[src/rtl/decode_scheduler.sv]
// Round-robin scheduler sharing one multi-cycle decode unit among NUM_REQ requesters.
// Issues a one-cycle start strobe, waits for done or timeout, returns a tagged response.
module decode_scheduler #(
  parameter int NUM_REQ    = 4,
  parameter int DATA_WIDTH = 8,
  parameter int TIMEOUT    = 15,
  parameter int ID_W       = $clog2(NUM_REQ)
) (
  input  logic                          clk,
  input  logic                          rst,
  input  logic [NUM_REQ-1:0]            req_valid,
  input  logic [NUM_REQ*DATA_WIDTH-1:0] req_data,
  output logic [NUM_REQ-1:0]            req_ready,
  output logic                          dec_start,
  output logic [DATA_WIDTH-1:0]         dec_data,
  input  logic                          dec_done,
  input  logic [DATA_WIDTH-1:0]         dec_result,
  output logic                          rsp_valid,
  output logic [ID_W-1:0]               rsp_id,
  output logic [DATA_WIDTH-1:0]         rsp_data,
  output logic                          rsp_err,
  input  logic                          rsp_ready
);

  localparam int TW = $clog2(TIMEOUT + 1);
  localparam logic [TW-1:0]   TMAX     = TW'(TIMEOUT - 1);
  localparam logic [ID_W-1:0] LAST_RST = ID_W'(NUM_REQ - 1);

  typedef enum logic [1:0] {
    IDLE  = 2'd0,
    ISSUE = 2'd1,
    WAIT  = 2'd2,
    RESP  = 2'd3
  } state_t;

  state_t                state_q, state_d;
  logic [ID_W-1:0]       last_grant_q, last_grant_d;
  logic [ID_W-1:0]       cur_id_q, cur_id_d;
  logic [DATA_WIDTH-1:0] cur_data_q, cur_data_d;
  logic [DATA_WIDTH-1:0] rsp_data_q, rsp_data_d;
  logic                  rsp_err_q, rsp_err_d;
  logic [TW-1:0]         timer_q, timer_d;

  logic [DATA_WIDTH-1:0] req_arr [NUM_REQ];
  logic                  found;
  logic [ID_W-1:0]       winner;
  logic [ID_W-1:0]       scan_id;

  always_comb begin
    for (int unsigned i = 0; i < NUM_REQ; i++) begin
      req_arr[i] = req_data[i*DATA_WIDTH +: DATA_WIDTH];
    end
  end

  // Scan upward from last_grant+1; the first valid requester found wins.
  always_comb begin
    found   = 1'b0;
    winner  = '0;
    scan_id = '0;
    for (int unsigned off = 1; off <= NUM_REQ; off++) begin
      scan_id = ID_W'((32'(last_grant_q) + off) % NUM_REQ);
      if (!found && req_valid[scan_id]) begin
        found  = 1'b1;
        winner = scan_id;
      end
    end
  end

  always_comb begin
    state_d      = state_q;
    last_grant_d = last_grant_q;
    cur_id_d     = cur_id_q;
    cur_data_d   = cur_data_q;
    rsp_data_d   = rsp_data_q;
    rsp_err_d    = rsp_err_q;
    timer_d      = timer_q;
    req_ready    = '0;
    dec_start    = 1'b0;
    case (state_q)
      IDLE: begin
        // Gated by rst so every output reads 0 while reset is held.
        if (found && rst) begin
          req_ready[winner] = 1'b1;
          cur_id_d          = winner;
          cur_data_d        = req_arr[winner];
          state_d           = ISSUE;
        end
      end
      ISSUE: begin
        dec_start = 1'b1;
        timer_d   = '0;
        state_d   = WAIT;
      end
      WAIT: begin
        if (dec_done) begin
          rsp_data_d = dec_result;
          rsp_err_d  = 1'b0;
          state_d    = RESP;
        end else if (timer_q == TMAX) begin
          rsp_data_d = '0;
          rsp_err_d  = 1'b1;
          state_d    = RESP;
        end else begin
          timer_d = timer_q + TW'(1);
        end
      end
      RESP: begin
        if (rsp_ready) begin
          last_grant_d = cur_id_q;
          state_d      = IDLE;
        end
      end
      default: state_d = IDLE;
    endcase
  end

  always_ff @(posedge clk or negedge rst) begin
    if (!rst) begin
      state_q      <= IDLE;
      last_grant_q <= LAST_RST;
      cur_id_q     <= '0;
      cur_data_q   <= '0;
      rsp_data_q   <= '0;
      rsp_err_q    <= 1'b0;
      timer_q      <= '0;
    end else begin
      state_q      <= state_d;
      last_grant_q <= last_grant_d;
      cur_id_q     <= cur_id_d;
      cur_data_q   <= cur_data_d;
      rsp_data_q   <= rsp_data_d;
      rsp_err_q    <= rsp_err_d;
      timer_q      <= timer_d;
    end
  end

  assign dec_data  = cur_data_q;
  assign rsp_valid = (state_q == RESP);
  assign rsp_id    = cur_id_q;
  assign rsp_data  = rsp_data_q;
  assign rsp_err   = rsp_err_q;

endmodule

[config.mk]
export PLATFORM = sky130hd
export DESIGN_NAME = decode_scheduler
export DESIGN_NICKNAME = d
export VERILOG_FILES = /design/src/rtl/decode_scheduler.sv
export SDC_FILE = /design/constraint.sdc
export NUM_CORES = 1
export LEC_CHECK = 0
export BUFFER_PORTS_ARGS = -buffer_cell sky130_fd_sc_hd__buf_4
export CORE_ASPECT_RATIO = 1.1
export CORE_MARGIN = 8
export CORE_UTILIZATION = 50
export DETAILED_ROUTE_END_ITERATION = 10
export MAX_ROUTING_LAYER = met4
export PLACE_DENSITY_LB_ADDON = 0.08
export SETUP_SLACK_MARGIN = 0.05
export SLEW_MARGIN = 20
export SYNTH_ARGS = -nofsm -noshare
export SYNTH_HDL_FRONTEND = slang
export SYNTH_SLANG_ARGS = --single-unit
[constraint.sdc]
create_clock -name clk -period 4.08 [get_ports clk]
set_clock_uncertainty 0.15 [all_clocks]
set_input_delay 0.612 -clock clk [delete_from_list [all_inputs] [get_ports clk]]
set_output_delay 0.612 -clock clk [all_outputs]
set_load 0.05 [all_outputs]
; After elaboration in Yosys (flattened, before gate mapping)
; Cells that the tools add are included.
; Widths: inputs -> output; s select.
[totals]
input_bits = 48
output_inout_bits = 25
register_bits = 27
word_cells = 81
[classes]
mux = 36
add_sub_neg = 5
n_eq_ne = 9
n_lt_le_gt_ge = 7
n_reduce_logical = 16
bitwise_logic = 1
[ops]
columns = operator, count
row1 = $mux 8, 4
row2 = $bmux 8 s2, 1
row3 = $mux 2, 8
row4 = $mux 4, 4
row5 = $lt 2x3->1 const B, 5
row6 = $mux 1, 12
row7 = $bmux 1 s2, 4
row8 = $pmux 2 s4, 1
row9 = $pmux 4 s2, 1
row10 = $ne 2x2->1 const B, 3
row11 = $reduce_and 2->1, 3
row12 = $reduce_and 3->1, 2
row13 = $logic_and 1x1->1, 5
row14 = $add 2x1->2 const B, 2
row15 = $add 2x2->2 const B, 2
row16 = $add 4x1->4 const B, 1
row17 = $eq 2x2->1 const B, 2
row18 = $eq 4x4->1 const B, 1
row19 = $reduce_bool 2->1, 2
row20 = $ge 3x3->1 const B, 1
row21 = $logic_not 1->1, 3
row22 = $ne 3x3->1 const B, 1
row23 = $not 2->3, 1
row24 = $demux 1 s2, 1
row25 = 4 further kinds, 4

; Logic depth before layout (Yosys ltp)
[depth]
ltp_word = 19
depth_mapped = 7

; Worst setup path before layout
; Ideal clock, no wire load.
[synth_path]
path_type = input -> output
startpoint = input port req_valid[0]
endpoint = output port req_ready[0]
required_time_ns = 3.318
arrival_time_ns = 1.992
slack_ns = 1.326
path_buffers = 1
cell_stages = 6
path_cell_list = a21oi_1 > a31o_1 > o22ai_2 > or2b_1 > buf_6 > nor2_1
[synth_between]
elab_chain_len = 18
[synth_lines]
columns = element, line
row1 = "start, declared", 11  ; input logic [NUM_REQ-1:0] req_valid,
row2 = $bmux 1 s2, 62  ; if (!found && req_valid[scan_id]) begin
row3 = $mux 1 (not written as such), 62
row4 = $mux 1, 62
row5 = $logic_not 1->1, 62
row6 = $logic_and 1x1->1, 62
row7 = $mux 1, 62
row8 = $logic_not 1->1, 62
row9 = $logic_and 1x1->1, 62
row10 = [... 2 more ...], n/a
row11 = $logic_and 1x1->1, 62
row12 = $mux 2, 62
row13 = $lt 2x3->1 (not written as such) / $ge 2x1->1 (equally long branches), 83  ; req_ready[winner] = 1'b1;
row14 = $logic_and 1x1->1 (not written as such), 83
row15 = $mux 1 (not written as such), 83
row16 = $demux 1 s2, 83
row17 = $mux 4 (*), 82  ; if (found && rst) begin
row18 = $mux 4 (*), 79  ; case (state_q)
row19 = "end, declared", 13  ; output logic [NUM_REQ-1:0] req_ready,
; Every way passes the cells marked *; elsewhere a longest branch is shown, timed or not. The select of a mux whose other input is x is not followed.

; Worst setup path in the final report
[layout_path]
startpoint = input port req_valid[1]
endpoint = output port req_ready[0]
; The elaborated chain is that of the path after synthesis.

==> out/metrics.csv <==
stage;metric;value;unit
placed_design;place_hpwl;3240;um
global_routing;grt_pass1_vias;1275;
critical_path;rr_endpoint;dec_data[2];
placed_design;io_buffers;72;
synth;synth_area_leaders;dfrtp_1 40%, mux2i_1 11%, o221ai_2 7.7%, ha_1 4.8%, a22o_1 4.5%;
detailed_routing;dr_wl_met3;197;um
power;leakagePower;1.07;nW
clock_tree;cts_made_buffers;3;
power;ir_worst_vdd;0.534;mV
synth;synth_fa_ha_area_share;4.80;%
critical_path;required;3.32;ns
timing;fin_setup_tns;0;ns
synth;avgSynthCellArea;11.7;um2
timing;finalCriticalPeriod;3.07;ns
detailed_routing;top_layer;met4;
global_routing;grt_first_pass_wirelength;5980;um
final_layout;antennaDiodeCount;0;
global_routing;antenna_found_initial;0;
detailed_routing;first_iter_violations;67;
timing;final-hold-violation-count;0;
clock_tree;postCtsHoldBufs;0;
die;rows;21;
synth;synth_cell_types;38;
die;fp.dieArea;0.00517;mm2
final_layout;nets;258;
synth;synth_seq_area_share;43.4;%
timing;rsz0062_at_grt;no;
final_layout;n_fill_cell;240;
final_layout;drive_gt1_share;47.8;%
die;coreArea;0.00302;mm2
final_layout;final_cell_mix;72 x buf_4, 25 x dfrtp_1, 17 x mux2i_1, 14 x nand2_1;
timing;fin_ws;1.01;ns
clock_tree;cts_resized;0;
min_path;min_path_type;in -> async;
critical_path;r2r_cells;5;
synth;synth_top_family_by_area;compound AO/OA/AOI/OAI gates;
die;die_width;69.3;um
detailed_routing;vias_per_cell;5.35;
detailed_routing;routedLengthMet1;1710;um
clock_tree;cts_tree;yes;
detailed_routing;drt-total-wl;3920;um
critical_path;critical_path_class;in -> out;
timing;period_share;75.3;%
synth;syn_inst;133;
timing;slew-limit-headroom;48.3;%
clock_tree;clk_latency;0.32;ns
detailed_routing;drt_first_pass_iters;2;
synth;synthMuxAreaShare;13.1;%
clock_tree;h-tree-depth;1;
global_routing;grt_max_degree;30;
placed_design;place_congestion;0.916;
global_routing;grtUsageTotal;14.4;%
final_layout;final_common_cell;buf_4;
critical_path;worstSetupEndpointType;primary output;
detailed_routing;drtAntennaViolNets;0;
synth;yosys.area.top_type_share;40.0;%
synth;synth_nets;187;
placed_design;dpl_worst_slack;1.02;ns
timing;max_freq;325;MHz
synth;synth_warnings;0;
critical_path;critPathMaxFanout;12;
synth;synthSimpleGateAreaFrac;13.0;%
critical_path;rrSetupSlack;1.87;ns
power;power.density;760;mW/mm2
die;die_h;74.6;um
synth;ys_ff_latch;27;
synth;synth_top_area_cell;dfrtp_1;
clock_tree;clockBufferDepth;2;
die;initial_core_util;51.7;%
clock_tree;clkSlewWorstSetupHoldPaths;0.14;ns
run_status;outcome;completed;
synth;synth_xor_area_share;1.12;%
timing;worst_pin_slew;0.775;ns
detailed_routing;avgRoutedWirePerCell;16.5;um
clock_tree;postCtsSetupBuffers;0;
clock_tree;cts_root_buf;clkbuf_4;
flow_run;max_cap_violations;0;
critical_path;crit_arrival;2.31;ns
final_layout;area_growth_syn_to_layout;34.7;%
global_routing;grt_overflow;0;
timing;fin_hold_ws;0.0239;ns
clock_tree;clock_sinks;27;
detailed_routing;route.met2.wl;1970;um
die;io_pins;73;
critical_path;r2r-start;last_grant_q[1];
detailed_routing;vias;1268;
critical_path;startpoint_type;primary input;
synth;synth_compound_area_share;18.9;%
timing;slew_violations;0;
timing;setup_violations;0;
synth;synthesis.area;0.00156;mm2
detailed_routing;drc;0;
synthesized netlist by cell type:
cell type,count
a21oi_1,2
a21oi_2,1
a221oi_1,1
a22o_1,8
a31o_1,1
and2_1,1
and2b_2,1
and2b_4,1
and3_1,1
buf_1,1
buf_6,3
buf_8,2
dfrtp_1,25
dfstp_2,2
ha_1,6
inv_1,6
mux2_1,1
mux2_2,2
mux2i_1,17
nand2_1,14
nand2b_1,3
nand3_1,2
nand3_2,1
nand4_1,1
nor2_1,5
nor2b_1,1
nor2b_2,1
nor3b_1,1
o21ai_0,5
o21ai_1,1
o221ai_2,8
o221ai_4,1
o22ai_2,1
or2_4,1
or2b_1,1
or3b_2,1
or4_1,1
xor2_1,2
cell type report:
| type | instances | area, um2 | share of cell area, % |
|---|---|---|---|
| inverter | 6 | 22.5 | 1.07 |
| clock inverter | 1 | 5.00 | 0.238 |
| tap | 34 | 42.5 | 2.02 |
| sequential | 27 | 678 | 32.2 |
| timing repair buffer | 72 | 541 | 25.7 |
| multi-input combinational | 94 | 795 | 37.7 |
| clock buffer | 3 | 22.5 | 1.07 |
logic make-up (layout without fill, tap and decap cells):
group	count (synthesis)	count (layout)
compound gates	29	29
xor+xnor	2	2
fa+ha+maj	6	6
buf+inv	12	82
flops	27	27
mux	20	20
simple gates	37	37
worst max path at each step:
stage	from	end	depth (start not counted)
final	req_valid[1]	req_ready[0]	6
after global routing	last_grant_q[1]	req_ready[1]	5
after CTS	req_valid[1]	req_ready[0]	6
after detailed placement	req_valid[1]	req_ready[0]	6
after global placement	req_valid[1]	req_ready[0]	6
after floorplan	req_valid[0]	req_ready[0]	6
critical path, cell delays in order:
cell	delay (ns)
buf_4	0.12
or4_1	0.58
nand3_2	0.22
or2b_1	0.45
nor2_1	0.10
buf_4	0.23
flip-flops by register name, summed over array words and instances (netlist names):
signal and cells:
dec_data 8, rsp_data 8, timer_q 4, last_grant_q 2
rsp_id 2, state_q 2, rsp_err 1
per-stage QoR:
| step | instance area [um2] | instances | util [%] | power, W |
|---|---|---|---|---|
| floorplan | 1560 | 133 | - | 0.00123 |
| global placement | 2080 | 233 | 68.8 | 0.00147 |
| detailed placement | 2080 | 233 | 68.8 | 0.00150 |
| CTS | 2110 | 237 | 69.7 | 0.00162 |
| global route | 2110 | 237 | 69.7 | 0.00169 |
| finish | 2110 | 237 | 69.7 | 0.00160 |
routing by layer:
layer  GRT usage, %  vias to the layer above
met5              -                        -
met3           3.69                        4
li1               -                      625
met4           5.01                        0
met2           23.7                       42
met1           16.8                      597
where the power goes:
group / switching (W) / internal, W / leakage [nW]
logic: 0.000649 / 0.000362 / 0.721
clock network: 0.0000754 / 0.0000367 / 0.0177
registers: 0.0000851 / 0.000391 / 0.335
total: 0.000809 / 0.000790 / 1.07
Note: power is estimated with default switching activity, not from simulation.
